**src/rtl/rename_stage_if.sv**
```systemverilog
// rename_stage_if
//   Bundles the signals between the rename stage and its neighbours.
//   - Decode side: valid_in / ready_out handshake with pc_in, rs1_in, rs2_in, rd_in and has_rd_in.
//   - Dispatch side: valid_out / ready_in handshake with pc_out, prs1_out, prs2_out, prd_out,
//     old_prd_out and has_rd_out.
//   - Commit free port: free_valid and free_preg, plus the free_count status output.
//   Modports:
//   - slave: the rename stage itself.
//   - master: whatever drives the stage (decode, dispatch and commit models).
interface rename_stage_if #(
    parameter int PR_W = 7
);
    logic            valid_in;
    logic            ready_out;
    logic [31:0]     pc_in;
    logic [4:0]      rs1_in;
    logic [4:0]      rs2_in;
    logic [4:0]      rd_in;
    logic            has_rd_in;

    logic            valid_out;
    logic            ready_in;
    logic [31:0]     pc_out;
    logic [PR_W-1:0] prs1_out;
    logic [PR_W-1:0] prs2_out;
    logic [PR_W-1:0] prd_out;
    logic [PR_W-1:0] old_prd_out;
    logic            has_rd_out;

    logic            free_valid;
    logic [PR_W-1:0] free_preg;
    logic [PR_W:0]   free_count;

    modport slave (
        input  valid_in, pc_in, rs1_in, rs2_in, rd_in, has_rd_in,
        input  ready_in, free_valid, free_preg,
        output ready_out, valid_out, pc_out, prs1_out, prs2_out,
        output prd_out, old_prd_out, has_rd_out, free_count
    );

    modport master (
        output valid_in, pc_in, rs1_in, rs2_in, rd_in, has_rd_in,
        output ready_in, free_valid, free_preg,
        input  ready_out, valid_out, pc_out, prs1_out, prs2_out,
        input  prd_out, old_prd_out, has_rd_out, free_count
    );
endinterface

```
**src/rtl/rename_stage.sv**
```systemverilog
// rename_stage
//   Register-rename stage. It accepts one decoded instruction per cycle and maps its sources
//   through the register alias table (RAT). When the instruction writes a non-zero rd, it takes
//   a physical destination from a circular free list. The renamed instruction is held in a
//   one-entry output register for dispatch. Commit hands retired physical registers back
//   through the free port.
//
//   Ports:
//   - clk, reset: clock and synchronous active-high reset.
//   - rn (rename_stage_if.slave): decode handshake, dispatch handshake, free port and free_count.
//   - stall_cnt (present only with RENAME_STATS_EN): counts the cycles stalled purely because
//     the free list is empty. It saturates at all-ones.
//
//   Optional feature macro: RENAME_STATS_EN.
module rename_stage #(
    parameter int ARCH_REGS = 32,
    parameter int PHYS_REGS = 128,
    parameter int PR_W      = $clog2(PHYS_REGS)
) (
    input  logic          clk,
    input  logic          reset,
    rename_stage_if.slave rn
`ifdef RENAME_STATS_EN
    ,
    output logic [31:0]   stall_cnt
`endif
);
    localparam int FL_DEPTH = PHYS_REGS - ARCH_REGS;
    localparam int FL_W     = $clog2(FL_DEPTH);

    logic [PR_W-1:0] rat_q [ARCH_REGS];
    logic [PR_W-1:0] fl_q  [FL_DEPTH];
    logic [FL_W-1:0] head_q, head_d;
    logic [FL_W-1:0] tail_q, tail_d;
    logic [PR_W:0]   count_q, count_d;

    logic            valid_q;
    logic [31:0]     pc_q;
    logic [PR_W-1:0] prs1_q, prs2_q, prd_q, old_prd_q;
    logic            has_rd_q;

    logic            need_rd;
    logic            fl_empty;
    logic            ready;
    logic            fire;
    logic            alloc;
    logic            free_en;
    logic [PR_W-1:0] alloc_preg;

    // The empty test uses the registered count, so a register freed this cycle
    // only becomes allocatable on the next cycle.
    assign need_rd    = rn.has_rd_in && (rn.rd_in != 5'd0);
    assign fl_empty   = (count_q == '0);
    assign ready      = (!valid_q || rn.ready_in) && (!need_rd || !fl_empty);
    assign fire       = rn.valid_in && ready;
    assign alloc      = fire && need_rd;
    assign free_en    = rn.free_valid && (rn.free_preg != '0) &&
                        (count_q < (PR_W+1)'(FL_DEPTH));
    assign alloc_preg = fl_q[head_q];

    // Depth is not a power of two, so the pointers wrap by explicit compare.
    always_comb begin
        head_d = head_q;
        tail_d = tail_q;
        if (alloc) begin
            head_d = (head_q == FL_W'(FL_DEPTH - 1)) ? '0 : head_q + 1'b1;
        end
        if (free_en) begin
            tail_d = (tail_q == FL_W'(FL_DEPTH - 1)) ? '0 : tail_q + 1'b1;
        end
        count_d = count_q + (PR_W+1)'(free_en) - (PR_W+1)'(alloc);
    end

    always_ff @(posedge clk) begin
        if (reset) begin
            head_q  <= '0;
            tail_q  <= '0;
            count_q <= (PR_W+1)'(FL_DEPTH);
        end else begin
            head_q  <= head_d;
            tail_q  <= tail_d;
            count_q <= count_d;
        end
    end

    // RAT and free-list storage. Reset restores the identity map and p32..p127 in order.
    // x0 is never written because alloc requires rd_in != 0.
    always_ff @(posedge clk) begin
        if (reset) begin
            for (int i = 0; i < ARCH_REGS; i++) begin
                rat_q[i] <= PR_W'(i);
            end
            for (int i = 0; i < FL_DEPTH; i++) begin
                fl_q[i] <= PR_W'(ARCH_REGS + i);
            end
        end else begin
            if (alloc) begin
                rat_q[rn.rd_in] <= alloc_preg;
            end
            if (free_en) begin
                fl_q[tail_q] <= rn.free_preg;
            end
        end
    end

    // Output register. Sources read the RAT before this edge's update, so rs == rd
    // sees the previous mapping.
    always_ff @(posedge clk) begin
        if (reset) begin
            valid_q   <= 1'b0;
            pc_q      <= '0;
            prs1_q    <= '0;
            prs2_q    <= '0;
            prd_q     <= '0;
            old_prd_q <= '0;
            has_rd_q  <= 1'b0;
        end else if (fire) begin
            valid_q   <= 1'b1;
            pc_q      <= rn.pc_in;
            prs1_q    <= rat_q[rn.rs1_in];
            prs2_q    <= rat_q[rn.rs2_in];
            prd_q     <= need_rd ? alloc_preg : '0;
            old_prd_q <= need_rd ? rat_q[rn.rd_in] : '0;
            has_rd_q  <= need_rd;
        end else if (rn.ready_in) begin
            valid_q   <= 1'b0;
        end
    end

    assign rn.ready_out   = ready;
    assign rn.valid_out   = valid_q;
    assign rn.pc_out      = pc_q;
    assign rn.prs1_out    = prs1_q;
    assign rn.prs2_out    = prs2_q;
    assign rn.prd_out     = prd_q;
    assign rn.old_prd_out = old_prd_q;
    assign rn.has_rd_out  = has_rd_q;
    assign rn.free_count  = count_q;

`ifdef RENAME_STATS_EN
    logic [31:0] stall_cnt_q;
    logic        stall_empty;

    // The output register could take the instruction; only the empty free list blocks it.
    assign stall_empty = rn.valid_in && need_rd && fl_empty && (!valid_q || rn.ready_in);

    always_ff @(posedge clk) begin
        if (reset) begin
            stall_cnt_q <= '0;
        end else if (stall_empty && (stall_cnt_q != '1)) begin
            stall_cnt_q <= stall_cnt_q + 32'd1;
        end
    end

    assign stall_cnt = stall_cnt_q;
`endif
endmodule
```
**src/flat_wrapper.sv**
```systemverilog
// flat-port wrapper written by rule: the top's interface ports become plain ports
module rename_stage_flat 
#(
    parameter int ARCH_REGS = 32,
    parameter int PHYS_REGS = 128,
    parameter int PR_W      = $clog2(PHYS_REGS)
)
  (clk, reset, rn_valid_in, rn_pc_in, rn_rs1_in, rn_rs2_in, rn_rd_in, rn_has_rd_in, rn_ready_in, rn_free_valid, rn_free_preg, rn_ready_out, rn_valid_out, rn_pc_out, rn_prs1_out, rn_prs2_out, rn_prd_out, rn_old_prd_out, rn_has_rd_out, rn_free_count);
  rename_stage_if #(.PR_W(PR_W)) rn_i ();
  input  logic clk;
  input  logic reset;
  input wire logic [$bits(rn_i.valid_in)-1:0] rn_valid_in;
  input wire logic [$bits(rn_i.pc_in)-1:0] rn_pc_in;
  input wire logic [$bits(rn_i.rs1_in)-1:0] rn_rs1_in;
  input wire logic [$bits(rn_i.rs2_in)-1:0] rn_rs2_in;
  input wire logic [$bits(rn_i.rd_in)-1:0] rn_rd_in;
  input wire logic [$bits(rn_i.has_rd_in)-1:0] rn_has_rd_in;
  input wire logic [$bits(rn_i.ready_in)-1:0] rn_ready_in;
  input wire logic [$bits(rn_i.free_valid)-1:0] rn_free_valid;
  input wire logic [$bits(rn_i.free_preg)-1:0] rn_free_preg;
  output wire logic [$bits(rn_i.ready_out)-1:0] rn_ready_out;
  output wire logic [$bits(rn_i.valid_out)-1:0] rn_valid_out;
  output wire logic [$bits(rn_i.pc_out)-1:0] rn_pc_out;
  output wire logic [$bits(rn_i.prs1_out)-1:0] rn_prs1_out;
  output wire logic [$bits(rn_i.prs2_out)-1:0] rn_prs2_out;
  output wire logic [$bits(rn_i.prd_out)-1:0] rn_prd_out;
  output wire logic [$bits(rn_i.old_prd_out)-1:0] rn_old_prd_out;
  output wire logic [$bits(rn_i.has_rd_out)-1:0] rn_has_rd_out;
  output wire logic [$bits(rn_i.free_count)-1:0] rn_free_count;
  assign rn_i.valid_in = rn_valid_in;
  assign rn_i.pc_in = rn_pc_in;
  assign rn_i.rs1_in = rn_rs1_in;
  assign rn_i.rs2_in = rn_rs2_in;
  assign rn_i.rd_in = rn_rd_in;
  assign rn_i.has_rd_in = rn_has_rd_in;
  assign rn_i.ready_in = rn_ready_in;
  assign rn_i.free_valid = rn_free_valid;
  assign rn_i.free_preg = rn_free_preg;
  assign rn_ready_out = rn_i.ready_out;
  assign rn_valid_out = rn_i.valid_out;
  assign rn_pc_out = rn_i.pc_out;
  assign rn_prs1_out = rn_i.prs1_out;
  assign rn_prs2_out = rn_i.prs2_out;
  assign rn_prd_out = rn_i.prd_out;
  assign rn_old_prd_out = rn_i.old_prd_out;
  assign rn_has_rd_out = rn_i.has_rd_out;
  assign rn_free_count = rn_i.free_count;
  rename_stage #(.ARCH_REGS(ARCH_REGS), .PHYS_REGS(PHYS_REGS), .PR_W(PR_W)) u_core (.clk(clk), .reset(reset), .rn(rn_i));
endmodule
```
**config.mk**
```make
export PLATFORM = sky130hd
export DESIGN_NAME = rename_stage_flat
export DESIGN_NICKNAME = d
export VERILOG_FILES = /design/src/rtl/rename_stage_if.sv /design/src/rtl/rename_stage.sv /design/src/flat_wrapper.sv
export SDC_FILE = /design/constraint.sdc
export NUM_CORES = 2
export LEC_CHECK = 0
export BUFFER_PORTS_ARGS = -buffer_cell sky130_fd_sc_hd__buf_2
export CAP_MARGIN = 10
export CORE_ASPECT_RATIO = 0.8
export CORE_UTILIZATION = 45
export CTS_CLUSTER_SIZE = 8
export DETAILED_ROUTE_END_ITERATION = 8
export PLACE_DENSITY_LB_ADDON = 0.2
export SETUP_SLACK_MARGIN = 0.02
export SYNTH_ARGS = -nofsm -noshare
export SYNTH_HDL_FRONTEND = slang
export SYNTH_SLANG_ARGS = --single-unit
```
**constraint.sdc**
```tcl
create_clock -name clk -period 7.45 [get_ports clk]
set_clock_uncertainty 0.15 [all_clocks]
set_input_delay 1.49 -clock clk [delete_from_list [all_inputs] [get_ports clk]]
set_output_delay 1.49 -clock clk [all_outputs]
set_load 0.02 [all_outputs]
```
==> results by group <==
Status
  – Outcome: complete, no violations

Hold path
  – Worst Hold Path EP: u_core.rn.has_rd_out$_SDFFE_PP0N_
  – Worst hold stages: 2
  – Hold WC Path Type: flop to flop
  – Hold Path Origin: u_core.rn.has_rd_out$_SDFFE_PP0N_

Global route
  – First-pass GRT wire length: 249000 um
  – GRT overflow: 0
  – Vias in the first global route: 33622
  – Largest net degree at the start of global routing: 79
  – Total GRT Usage: 0.281
  – Antenna violations before repair: 5

Synthesis
  – Synthesized area per cell: 14.6 um2
  – Mapped cell area: 55300 um2
  – Ys flop type: edfxtp_1
  – Ys async rst share: 0
  – Gate Count Post-Synth: 3795
  – Yosys reg bits: 1211
  – Yosys cell types: 56
  – Number of synthesized flops with an enable pin: 1120
  – Register area share after synthesis: 0.641
  – Syn. warnings: 0

Cells and area
  – Area grow syn2layout: 12.6%
  – Most common cell after layout, fill and taps aside: edfxtp_1
  – Nets: 3961
  – Diode count: 0
  – Share of cells above drive strength 1: 0.224
  – Most frequent cells in the layout: 1120 x edfxtp_1, 628 x nand2_1, 617 x nor2_1, 416 x mux4_2, 170 x clkbuf_16

Die
  – # IOs: 131
  – Core ar.: 121000 um2
  – Row cnt: 114
  – Starting density of the core: 0.456
  – Die width: 394 um
  – Die footprint: 124000 um2
  – Overall die height: 316 um

STA
  – Worst rel slew slack: 0.132
  – Min Tclk post-route: 5270 ps
  – Worst hold slack: 293 ps
  – Final hold violation count: 0
  – Final Max Slew Viols: 0
  – Worst-margin pin slew: 1300 ps
  – Final worst-path cycle share: 0.707
  – F_max: 0.190 GHz
  – Unrepaired setup endpoints after global routing: no
  – Final setup fails: 0
  – Fin worst setup slack: 2180 ps
  – Total negative slack: 0 ps

Route
  – Routed wire per std cell: 31.4 um
  – Drt initial violations: 5601
  – Final wirelength: 175000 um
  – Via Count: 35772
  – Final ANT Viol Nets: 0
  – Mean number of vias per cell: 6.42
  – Drt drc: 0
  – DRT Pass-1 Iters: 5

Place
  – Setup WS pre-CTS: 1600 ps
  – Port bufs: 130
  – Hpwl dp: 111000 um
  – GPL Wtd Cong: 0.923

Critical path
  – Critical Path AT: 5610 ps
  – CP Data Required Time: 7790 ps
  – Element type at the critical path start: primary input
  – Reg2Reg Capture Point: u_core.rat_q[2][5]$_SDFFCE_PN0P_
  – CP Class: primary input to flop
  – Critical path peak fanout: 25
  – Worst reg2reg setup slack: 2650 ps
  – Endpoint type of the worst setup path: flop
  – FF-to-FF path depth: 7

CTS
  – CTS tree: yes
  – Skew-Pair Late Insertion Delay: 800 ps
  – Clock sink count: 1211
  – Hold_buf cts: 0
  – CTS Buffer Depth: 3
  – CTS Buf Count: 169
  – Post-CTS resize count: 0
  – Post-CTS Setup Inserts: 0
  – Clk slew on worst S/H paths: 50 ps
  – Clock root buffer: clkbuf_16
  – H-tree depth: 4

Power
  – Worst vdd ir: 0.247 mV
  – Power Density: 263 nW/um2
  – Leakage Power: 19.6 nW

Flow run
  – Max-Cap Viols: 0
[synth_stat cells, drive strengths merged (3+ instances only)]
library cell	count	area (um2)
a211oi	18	135
a21o	72	541
a21oi	54	270
a221oi	12	105
a22o	23	201
a22oi	47	353
a31oi	17	106
and2	10	62.6
and3	7	43.8
and3b	3	26.3
buf	114	627
clkbuf	189	709
dfxtp	91	1820
edfxtp	1120	33600
ha	14	175
inv	14	52.6
mux2i	60	601
mux4	416	9370
nand2	630	2360
nand2b	34	213
nand3	34	170
nand3b	8	60.1
nand4	11	68.8
nor2	621	2330
nor2b	13	81.3
nor3	18	105
nor3b	4	40.0
nor4	18	138
o2111ai	5	43.8
o21ai	12	60.1
o21bai	27	203
o221ai	5	43.8
o22ai	20	125
or2	20	125
or3	3	18.8
or3b	5	43.8
xnor2	6	52.6
xor2	8	70.1
[critical path: stages]
cell and delay, ps:
buf_2 250, nor3_1 90, nand2_1 250, nand4_1 630, clkinv_1 450, nand3_2 900, nor2_2 1380, nand2_1 140
[worst max-delay path by stage]
stage                    start                            endpoint
2_1_floorplan      rn_rd_in[2]  u_core.rn.free_count[6]$_SDFF_PP1_
4_1_cts        rn_free_preg[3]    u_core.fl_q[22][2]$_SDFFCE_PN1P_
3_3_place_gp   rn_free_preg[3]    u_core.fl_q[46][2]$_SDFFCE_PN1P_
3_5_place_dp   rn_free_preg[3]    u_core.fl_q[22][2]$_SDFFCE_PN1P_
6_report       rn_free_preg[3]    u_core.fl_q[22][2]$_SDFFCE_PN1P_
5_1_grt        rn_free_preg[3]    u_core.fl_q[54][2]$_SDFFCE_PN1P_
[cells by family after synthesis]
| group | count (synthesis) | synth area share |
|---|---|---|
| XOR/XNOR | 14 | 0.00222 |
| flip-flops | 1211 | 0.641 |
| AO/OA/AOI/OAI | 319 | 0.0408 |
| adder cells (fa/ha/maj) | 15 | 0.00353 |
| buffers and inverters | 318 | 0.0252 |
| AND/OR/NAND/NOR | 1440 | 0.107 |
| other | 1 | 0.0000678 |
| multiplexers | 477 | 0.180 |
[stage by stage]
stage / power, W / cell area (um2) / util / cells
after detailed placement: 0.00948 / 57600 / 0.474 / 5339
after global routing: 0.0168 / 62300 / 0.513 / 5568
after CTS: 0.0165 / 62300 / 0.513 / 5568
final: 0.0164 / 62300 / 0.513 / 5568
after floorplan: 0.00887 / 55300 / - / 3801
after global placement: 0.00948 / 57600 / 0.474 / 5339
[flip-flops by register name, indices dropped and copies added (netlist names), named ones only]
register,flops
u_core.rn.valid_out,1
u_core.rn.prd_out,7
u_core.rn.prs1_out,7
u_core.rn.prs2_out,7
u_core.fl_q,896
u_core.rn.old_prd_out,7
u_core.rn.has_rd_out,1
u_core.head_q,7
u_core.rn.pc_out,32
u_core.rn.free_count,8
u_core.rat_q,224
u_core.tail_q,7
[where the power goes]
part / internal, W / switching [W]
sequential: 0.00767 / 0.000142
combinational: 0.000562 / 0.00101
clock: 0.00412 / 0.00290
[routing by layer]
| metal | wire length, um | GRT usage | vias to the layer above | part of all wire |
|---|---|---|---|---|
| met5 | 14 | 0 | - | 0.000080 |
| li1 | - | - | 14549 | - |
| met4 | 3940 | 0.0724 | 4 | 0.023 |
| met2 | 73700 | 0.388 | 2372 | 0.42 |
| met3 | 24100 | 0.0938 | 272 | 0.14 |
| met1 | 72900 | 0.424 | 18575 | 0.42 |
[cell type report]
cell class,count,area (um2)
Tap cell,1624,2030
Clock buffer,214,4420
Multi-Input combinational cell,2272,18600
Fill cell,10063,59100
Sequential cell,1211,35500
Timing Repair Buffer,217,1410
Inverter,15,56.3
Clock inverter,15,285
No activity file was read; power rests on OpenSTA's default activity.
